[src/rtl/alu_seq_pkg.sv]
// Shared types and constants for the ALU command sequencer.
package alu_seq_pkg;

    localparam int DATA_W = 8;
    localparam int NREGS  = 4;
    localparam int IDX_W  = $clog2(NREGS);
    localparam int CNT_W  = 8;

    // Command kinds; encoding 2'b11 is reserved and handled like READ.
    typedef enum logic [1:0] {
        CMD_LOAD = 2'b00,
        CMD_EXEC = 2'b01,
        CMD_READ = 2'b10
    } cmd_kind_e;

    // ALU opcodes understood by the attached logic ALU.
    localparam logic [1:0] OP_AND  = 2'b00;
    localparam logic [1:0] OP_OR   = 2'b01;
    localparam logic [1:0] OP_NAND = 2'b10;
    localparam logic [1:0] OP_NOR  = 2'b11;

    // Sequencer control states.
    typedef enum logic [1:0] {
        ST_IDLE  = 2'b00,
        ST_ISSUE = 2'b01,
        ST_RESP  = 2'b10
    } state_e;

endpackage

[src/rtl/alu_cmd_sequencer_if.sv]
// Command and response valid/ready channels between host and sequencer.
interface alu_cmd_sequencer_if;
    import alu_seq_pkg::*;

    logic              cmd_valid;
    logic              cmd_ready;
    logic [1:0]        cmd_kind;
    logic [1:0]        cmd_op;
    logic [IDX_W-1:0]  cmd_src_a;
    logic [IDX_W-1:0]  cmd_src_b;
    logic [IDX_W-1:0]  cmd_dst;
    logic [DATA_W-1:0] cmd_imm;
    logic              rsp_valid;
    logic              rsp_ready;
    logic [DATA_W-1:0] rsp_data;

    // Host side: issues commands, consumes responses.
    modport master (
        output cmd_valid, cmd_kind, cmd_op, cmd_src_a, cmd_src_b, cmd_dst, cmd_imm,
        input  cmd_ready,
        input  rsp_valid, rsp_data,
        output rsp_ready
    );

    // Sequencer side: accepts commands, produces responses.
    modport slave (
        input  cmd_valid, cmd_kind, cmd_op, cmd_src_a, cmd_src_b, cmd_dst, cmd_imm,
        output cmd_ready,
        output rsp_valid, rsp_data,
        input  rsp_ready
    );

endinterface

[src/rtl/alu_seq_regfile.sv]
// Small register file: two asynchronous read ports, one synchronous write port.
module alu_seq_regfile
    import alu_seq_pkg::*;
(
    input  logic              clk,
    input  logic              rst_n,
    input  logic              we_i,
    input  logic [IDX_W-1:0]  waddr_i,
    input  logic [DATA_W-1:0] wdata_i,
    input  logic [IDX_W-1:0]  raddr_a_i,
    input  logic [IDX_W-1:0]  raddr_b_i,
    output logic [DATA_W-1:0] rdata_a_o,
    output logic [DATA_W-1:0] rdata_b_o
);

    logic [DATA_W-1:0] mem_q [NREGS];

    // Storage: cleared on reset, one write per cycle when enabled.
    always_ff @(posedge clk or negedge rst_n) begin
        if (!rst_n) begin
            for (int i = 0; i < NREGS; i++) begin
                mem_q[i] <= {DATA_W{1'b0}};
            end
        end else if (we_i) begin
            mem_q[waddr_i] <= wdata_i;
        end
    end

    assign rdata_a_o = mem_q[raddr_a_i];
    assign rdata_b_o = mem_q[raddr_b_i];

endmodule

[src/rtl/alu_cmd_sequencer.sv]
// Command sequencer driving an external combinational logic ALU from a
// register file and returning one response per accepted command.
module alu_cmd_sequencer
    import alu_seq_pkg::*;
(
    input  logic               clk,
    input  logic               rst_n,
    alu_cmd_sequencer_if.slave bus,
    output logic [DATA_W-1:0]  alu_a_o,
    output logic [DATA_W-1:0]  alu_b_o,
    output logic [1:0]         alu_opcode_o,
    input  logic [DATA_W-1:0]  alu_result_i,
    output logic [CNT_W-1:0]   exec_count_o
);

    state_e            state_q, state_d;
    logic [DATA_W-1:0] alu_a_q, alu_a_d;
    logic [DATA_W-1:0] alu_b_q, alu_b_d;
    logic [1:0]        alu_op_q, alu_op_d;
    logic [IDX_W-1:0]  dst_q, dst_d;
    logic [DATA_W-1:0] rsp_data_q, rsp_data_d;
    logic [CNT_W-1:0]  exec_cnt_q, exec_cnt_d;

    logic              cmd_ready_s;
    logic              cmd_accept_s;
    logic              rf_we_s;
    logic [IDX_W-1:0]  rf_waddr_s;
    logic [DATA_W-1:0] rf_wdata_s;
    logic [DATA_W-1:0] rf_rd_a_s;
    logic [DATA_W-1:0] rf_rd_b_s;

    // Operands are read combinationally at accept time, so src==dst sees the old value.
    alu_seq_regfile u_regfile (
        .clk       (clk),
        .rst_n     (rst_n),
        .we_i      (rf_we_s),
        .waddr_i   (rf_waddr_s),
        .wdata_i   (rf_wdata_s),
        .raddr_a_i (bus.cmd_src_a),
        .raddr_b_i (bus.cmd_src_b),
        .rdata_a_o (rf_rd_a_s),
        .rdata_b_o (rf_rd_b_s)
    );

    // Ready is gated by rst_n so it reads 0 throughout reset.
    assign cmd_ready_s  = (state_q == ST_IDLE) && rst_n;
    assign cmd_accept_s = bus.cmd_valid && cmd_ready_s;

    // Next-state, register-file write and datapath register updates.
    always_comb begin
        state_d    = state_q;
        alu_a_d    = alu_a_q;
        alu_b_d    = alu_b_q;
        alu_op_d   = alu_op_q;
        dst_d      = dst_q;
        rsp_data_d = rsp_data_q;
        exec_cnt_d = exec_cnt_q;
        rf_we_s    = 1'b0;
        rf_waddr_s = bus.cmd_dst;
        rf_wdata_s = bus.cmd_imm;
        case (state_q)
            ST_IDLE: begin
                if (cmd_accept_s) begin
                    case (bus.cmd_kind)
                        CMD_LOAD: begin
                            rf_we_s    = 1'b1;
                            rf_waddr_s = bus.cmd_dst;
                            rf_wdata_s = bus.cmd_imm;
                            rsp_data_d = bus.cmd_imm;
                            state_d    = ST_RESP;
                        end
                        CMD_EXEC: begin
                            alu_a_d  = rf_rd_a_s;
                            alu_b_d  = rf_rd_b_s;
                            alu_op_d = bus.cmd_op;
                            dst_d    = bus.cmd_dst;
                            state_d  = ST_ISSUE;
                        end
                        default: begin
                            rsp_data_d = rf_rd_a_s;
                            state_d    = ST_RESP;
                        end
                    endcase
                end else begin
                    state_d = ST_IDLE;
                end
            end
            ST_ISSUE: begin
                rf_we_s    = 1'b1;
                rf_waddr_s = dst_q;
                rf_wdata_s = alu_result_i;
                rsp_data_d = alu_result_i;
                exec_cnt_d = exec_cnt_q + {{(CNT_W-1){1'b0}}, 1'b1};
                state_d    = ST_RESP;
            end
            ST_RESP: begin
                if (bus.rsp_ready) begin
                    state_d = ST_IDLE;
                end else begin
                    state_d = ST_RESP;
                end
            end
            default: begin
                state_d = ST_IDLE;
            end
        endcase
    end

    // State and datapath registers, all cleared asynchronously.
    always_ff @(posedge clk or negedge rst_n) begin
        if (!rst_n) begin
            state_q    <= ST_IDLE;
            alu_a_q    <= {DATA_W{1'b0}};
            alu_b_q    <= {DATA_W{1'b0}};
            alu_op_q   <= 2'b00;
            dst_q      <= {IDX_W{1'b0}};
            rsp_data_q <= {DATA_W{1'b0}};
            exec_cnt_q <= {CNT_W{1'b0}};
        end else begin
            state_q    <= state_d;
            alu_a_q    <= alu_a_d;
            alu_b_q    <= alu_b_d;
            alu_op_q   <= alu_op_d;
            dst_q      <= dst_d;
            rsp_data_q <= rsp_data_d;
            exec_cnt_q <= exec_cnt_d;
        end
    end

    assign bus.cmd_ready = cmd_ready_s;
    assign bus.rsp_valid = (state_q == ST_RESP);
    assign bus.rsp_data  = rsp_data_q;
    assign alu_a_o       = alu_a_q;
    assign alu_b_o       = alu_b_q;
    assign alu_opcode_o  = alu_op_q;
    assign exec_count_o  = exec_cnt_q;

endmodule

[src/flat_wrapper.sv]
// flat-port wrapper written by rule: the top's interface ports become plain ports
module alu_cmd_sequencer_flat import alu_seq_pkg::*;
  (clk, rst_n, alu_a_o, alu_b_o, alu_opcode_o, alu_result_i, exec_count_o, bus_cmd_valid, bus_cmd_kind, bus_cmd_op, bus_cmd_src_a, bus_cmd_src_b, bus_cmd_dst, bus_cmd_imm, bus_cmd_ready, bus_rsp_valid, bus_rsp_data, bus_rsp_ready);
  alu_cmd_sequencer_if bus_i ();
  input  logic clk;
  input  logic rst_n;
  output logic [DATA_W-1:0] alu_a_o;
  output logic [DATA_W-1:0] alu_b_o;
  output logic [1:0] alu_opcode_o;
  input  logic [DATA_W-1:0] alu_result_i;
  output logic [CNT_W-1:0] exec_count_o;
  input wire logic [$bits(bus_i.cmd_valid)-1:0] bus_cmd_valid;
  input wire logic [$bits(bus_i.cmd_kind)-1:0] bus_cmd_kind;
  input wire logic [$bits(bus_i.cmd_op)-1:0] bus_cmd_op;
  input wire logic [$bits(bus_i.cmd_src_a)-1:0] bus_cmd_src_a;
  input wire logic [$bits(bus_i.cmd_src_b)-1:0] bus_cmd_src_b;
  input wire logic [$bits(bus_i.cmd_dst)-1:0] bus_cmd_dst;
  input wire logic [$bits(bus_i.cmd_imm)-1:0] bus_cmd_imm;
  output wire logic [$bits(bus_i.cmd_ready)-1:0] bus_cmd_ready;
  output wire logic [$bits(bus_i.rsp_valid)-1:0] bus_rsp_valid;
  output wire logic [$bits(bus_i.rsp_data)-1:0] bus_rsp_data;
  input wire logic [$bits(bus_i.rsp_ready)-1:0] bus_rsp_ready;
  assign bus_i.cmd_valid = bus_cmd_valid;
  assign bus_i.cmd_kind = bus_cmd_kind;
  assign bus_i.cmd_op = bus_cmd_op;
  assign bus_i.cmd_src_a = bus_cmd_src_a;
  assign bus_i.cmd_src_b = bus_cmd_src_b;
  assign bus_i.cmd_dst = bus_cmd_dst;
  assign bus_i.cmd_imm = bus_cmd_imm;
  assign bus_cmd_ready = bus_i.cmd_ready;
  assign bus_rsp_valid = bus_i.rsp_valid;
  assign bus_rsp_data = bus_i.rsp_data;
  assign bus_i.rsp_ready = bus_rsp_ready;
  alu_cmd_sequencer u_core (.clk(clk), .rst_n(rst_n), .bus(bus_i), .alu_a_o(alu_a_o), .alu_b_o(alu_b_o), .alu_opcode_o(alu_opcode_o), .alu_result_i(alu_result_i), .exec_count_o(exec_count_o));
endmodule
[config.mk]
export PLATFORM = sky130hd
export DESIGN_NAME = alu_cmd_sequencer_flat
export DESIGN_NICKNAME = d
export VERILOG_FILES = /design/src/rtl/alu_seq_pkg.sv /design/src/rtl/alu_cmd_sequencer_if.sv /design/src/rtl/alu_seq_regfile.sv /design/src/rtl/alu_cmd_sequencer.sv /design/src/flat_wrapper.sv
export SDC_FILE = /design/constraint.sdc
export NUM_CORES = 1
export LEC_CHECK = 0
export ABC_AREA = 1
export CORE_MARGIN = 2
export CORE_UTILIZATION = 55
export CTS_CLUSTER_DIAMETER = 200
export DETAILED_ROUTE_END_ITERATION = 8
export PLACE_DENSITY = 0.8
export REMOVE_ABC_BUFFERS = 1
export SYNTH_ARGS = -nofsm -noshare
export SYNTH_HDL_FRONTEND = slang
export SYNTH_HIERARCHICAL = 1
export SYNTH_SLANG_ARGS = --single-unit
[constraint.sdc]
create_clock -name clk -period 4.4 [get_ports clk]
set_clock_uncertainty 0.15 [all_clocks]
set_input_delay 0.88 -clock clk [delete_from_list [all_inputs] [get_ports clk]]
set_output_delay 0.88 -clock clk [all_outputs]
set_load 0.01 [all_outputs]
==> impl_results.md <==
- Setup TNS: 0 ns
- N_diodes: 0
- Inserted Clock Buffers: 9
- Finished Cell Area: slightly below 0.005 mm^2
- Fillers: ~600
- Unrepaired setup endpoints after global routing: no
- Die Span X: 89.5 um
- Internal power: 1.62 mW
- Slew Viols, Final: 0
- Final GP Congestion: between 0.9 and 1
- Vias in the first global route: between 3000 and 4000
- Ranking of synthesized cells by area: dfrtp_1, nand2_1, inv_1
- Final setup fails: 0
- Vias: 3789
- Iteration-0 DRC Markers: around 280
- Root Buffer: clkbuf_8
- Standard-cell rows: 31
- Switching pwr: about 0.78 mW
- Clk slew on worst S/H paths: about 0.070 ns
- Placed Area: approximately 0.0046 mm^2
- Synth Instances: 561
- DRT Wirelength: approximately 10000 um
- YS warnings: 6
- Hold crit path type: register to register
- Drt pass-1 iters: 5
- Hold Buf Count CTS: 0
- Clk_lat worst skew: 0.35 ns
- Routed met2 length: slightly below 5000 um
- Register area share after synthesis: 0.436
- Commonest cells after routing, fill and taps aside: nand2_1, inv_1, dfrtp_1
- GR Overflow Total: 0
- Core area: slightly above 0.007 mm^2
- Avg Inst Size Synth: 7.16 um^2
- Final number of hold-violating endpoints: 0
- P&R area growth vs syn: 22.2%
- DR DRC count: 0
- Maximum root-to-sink buffer count: 2
- Commonest non-fill, non-tap cell in the layout: nand2_1
- Synth top area share: 0.436
- Area leader, netlist: dfrtp_1
- Share of layout cells above drive strength 1: 0.0803
- Met3 WL: between 600 and 700 um
- Setup bufs post-CTS: 0
- Worst setup EP type: primary output
- Largest net degree at the start of global routing: 71
- Antenna Nets Post-Route: 0
- Clock Power Share: 0.291
- Synth unique cells: 27
- CTS sink cnt: 70
- Starting density of the core: 0.560
- Flops & latches, synth: 70
- WS Path Type: input pin to primary output
- Slew margin rel.: 0.409
- Worst path arrival time: between 1.5 and 2 ns
- Initial antenna violation count: 0
- DP HPWL: approximately 7100 um
- CTS tree: yes
- Max-Cap Viols: 0
- Worst VDD drop: 266 uV
- Crit Path Max Fanout: 3
- Leak Pwr: roughly 2.7 nW
- Final net count: around 650
- Register area: 0.00175 mm^2
- Multi-input logic area: approximately 0.0018 mm^2
- Top sig layer: met4
- Startpoint Class: input pin
- Minimum clock period: just under 3 ns
- All-Layer GR Usage: 0.265
- Status: complete, no violations
- H-tree depth: 3
- Final period util: 0.662
- Post-Synthesis Cell Area: between 0.004 and 0.005 mm^2
- Ports: 66
- CP required: 3.37 ns
- First-pass GRT wire length: 16100 um
- Met1 Wirelength: around 4300 um
- PwrDens: ~500 mW/mm^2
- I/O Buffers: 65
- Switch share: 0.325
- Total Die Area: about 0.0080 mm^2
- CTS resizes: 0
- Worst slew pin tran: 0.886 ns
- Die H: 89.5 um
- Gate power share: 0.315
- DR vias/cell: about 5.2
- Fmax: 343 MHz
- Sequential power share: 0.394
- Avg WL per Cell: between 10 and 15 um
[metal layers]
layer,vias up,global-route usage
li1,1853,-
met1,1737,0.353
met2,178,0.422
met3,21,0.0563
met4,0,0.111
met5,-,0
[cell type report]
type	instances	area share
multi-input combinational	389	0.364
inverter	79	0.0614
timing repair buffer	69	0.138
clock inverter	6	0.0270
clock buffer	10	0.0280
tap	99	0.0252
sequential	70	0.357
[power groups by stage]
stage	Combinational, mW	Clock [mW]	Sequential [mW]
5_1_grt	0.848	0.729	0.962
4_1_cts	0.753	0.701	0.941
2_1_floorplan	0.376	0	0.976
6_report	0.755	0.697	0.943
3_3_place_gp	0.725	0	0.948
3_5_place_dp	0.745	0	0.953
[cells in the mapped netlist]
cell / n
buf_2: 5
buf_4: 10
buf_6: 7
clkbuf_1: 1
clkinv_4: 1
dfrtp_1: 70
ha_1: 1
inv_1: 72
inv_2: 6
nand2_1: 254
nand2_2: 3
nand2_4: 2
nand3_1: 53
nand3_2: 1
nand3_4: 3
nand4_1: 16
nor2_1: 5
nor2_2: 2
nor2_4: 1
nor2_8: 1
nor3_1: 2
o211ai_1: 1
o21ai_0: 20
o21ai_1: 12
o21ai_2: 8
xnor2_1: 1
xor2_1: 3
[cell families (layout without fill, tap and decap cells)]
kind of cell | Yosys count | count (layout) | synth area share
AND/OR/NAND/NOR | 343 | 343 | 0.372
buffers and inverters | 102 | 164 | 0.121
flip-flops | 70 | 70 | 0.436
AO/OA/AOI/OAI | 41 | 41 | 0.0592
XOR/XNOR | 4 | 4 | 0.00872
adder cells (fa/ha/maj) | 1 | 1 | 0.00311
[critical path, stage by stage]
cell and delay, ns:
buf_2 0.13, inv_1 0.06, nor3_1 0.22, clkdlybuf4s50_1 0.59
[state kept, by name, indices dropped and copies added (netlist names)]
signal                  flops
u_core/state_q              2
u_core/alu_b_o              8
u_core/bus.rsp_data         8
u_core/alu_opcode_o         2
u_core/exec_count_o         8
u_core/dst_q                2
u_core/alu_a_o              8
u_core/u_regfile/mem_q     32
[final timing paths]
check / startpoint / endpoint / slack [ns] / cells past startpoint
worst max-delay path: rst_n / bus_cmd_ready / 1.49 / 4
worst min-delay path: u_core/u_regfile/mem_q[31] / u_core/u_regfile/mem_q[31] / 0.32 / 2
worst max register to register: u_core/state_q[0] / u_core/u_regfile/mem_q[7] / 1.74 / 8
worst min register to register: u_core/u_regfile/mem_q[31] / u_core/u_regfile/mem_q[31] / 0.32 / 2
max in group asynchronous: rst_n / u_core/u_regfile/mem_q[23] / 2.87 / 2
min in group asynchronous: rst_n / u_core/alu_b_o[4] / 0.64 / 2
[stage by stage]
stage                     hold slack (ns)  power [mW]  setup WS (ns)   util  cells
final                               0.324        2.39           1.49  0.684    722
after global routing                0.341        2.54           1.43  0.684    722
after CTS                           0.326        2.39           1.49  0.684    722
after detailed placement            0.308        1.70           1.28  0.646    706
after global placement              0.306        1.67           1.37  0.646    706
after floorplan                     0.292        1.35           1.04      -    538
Power figures use the tool's default switching activity.
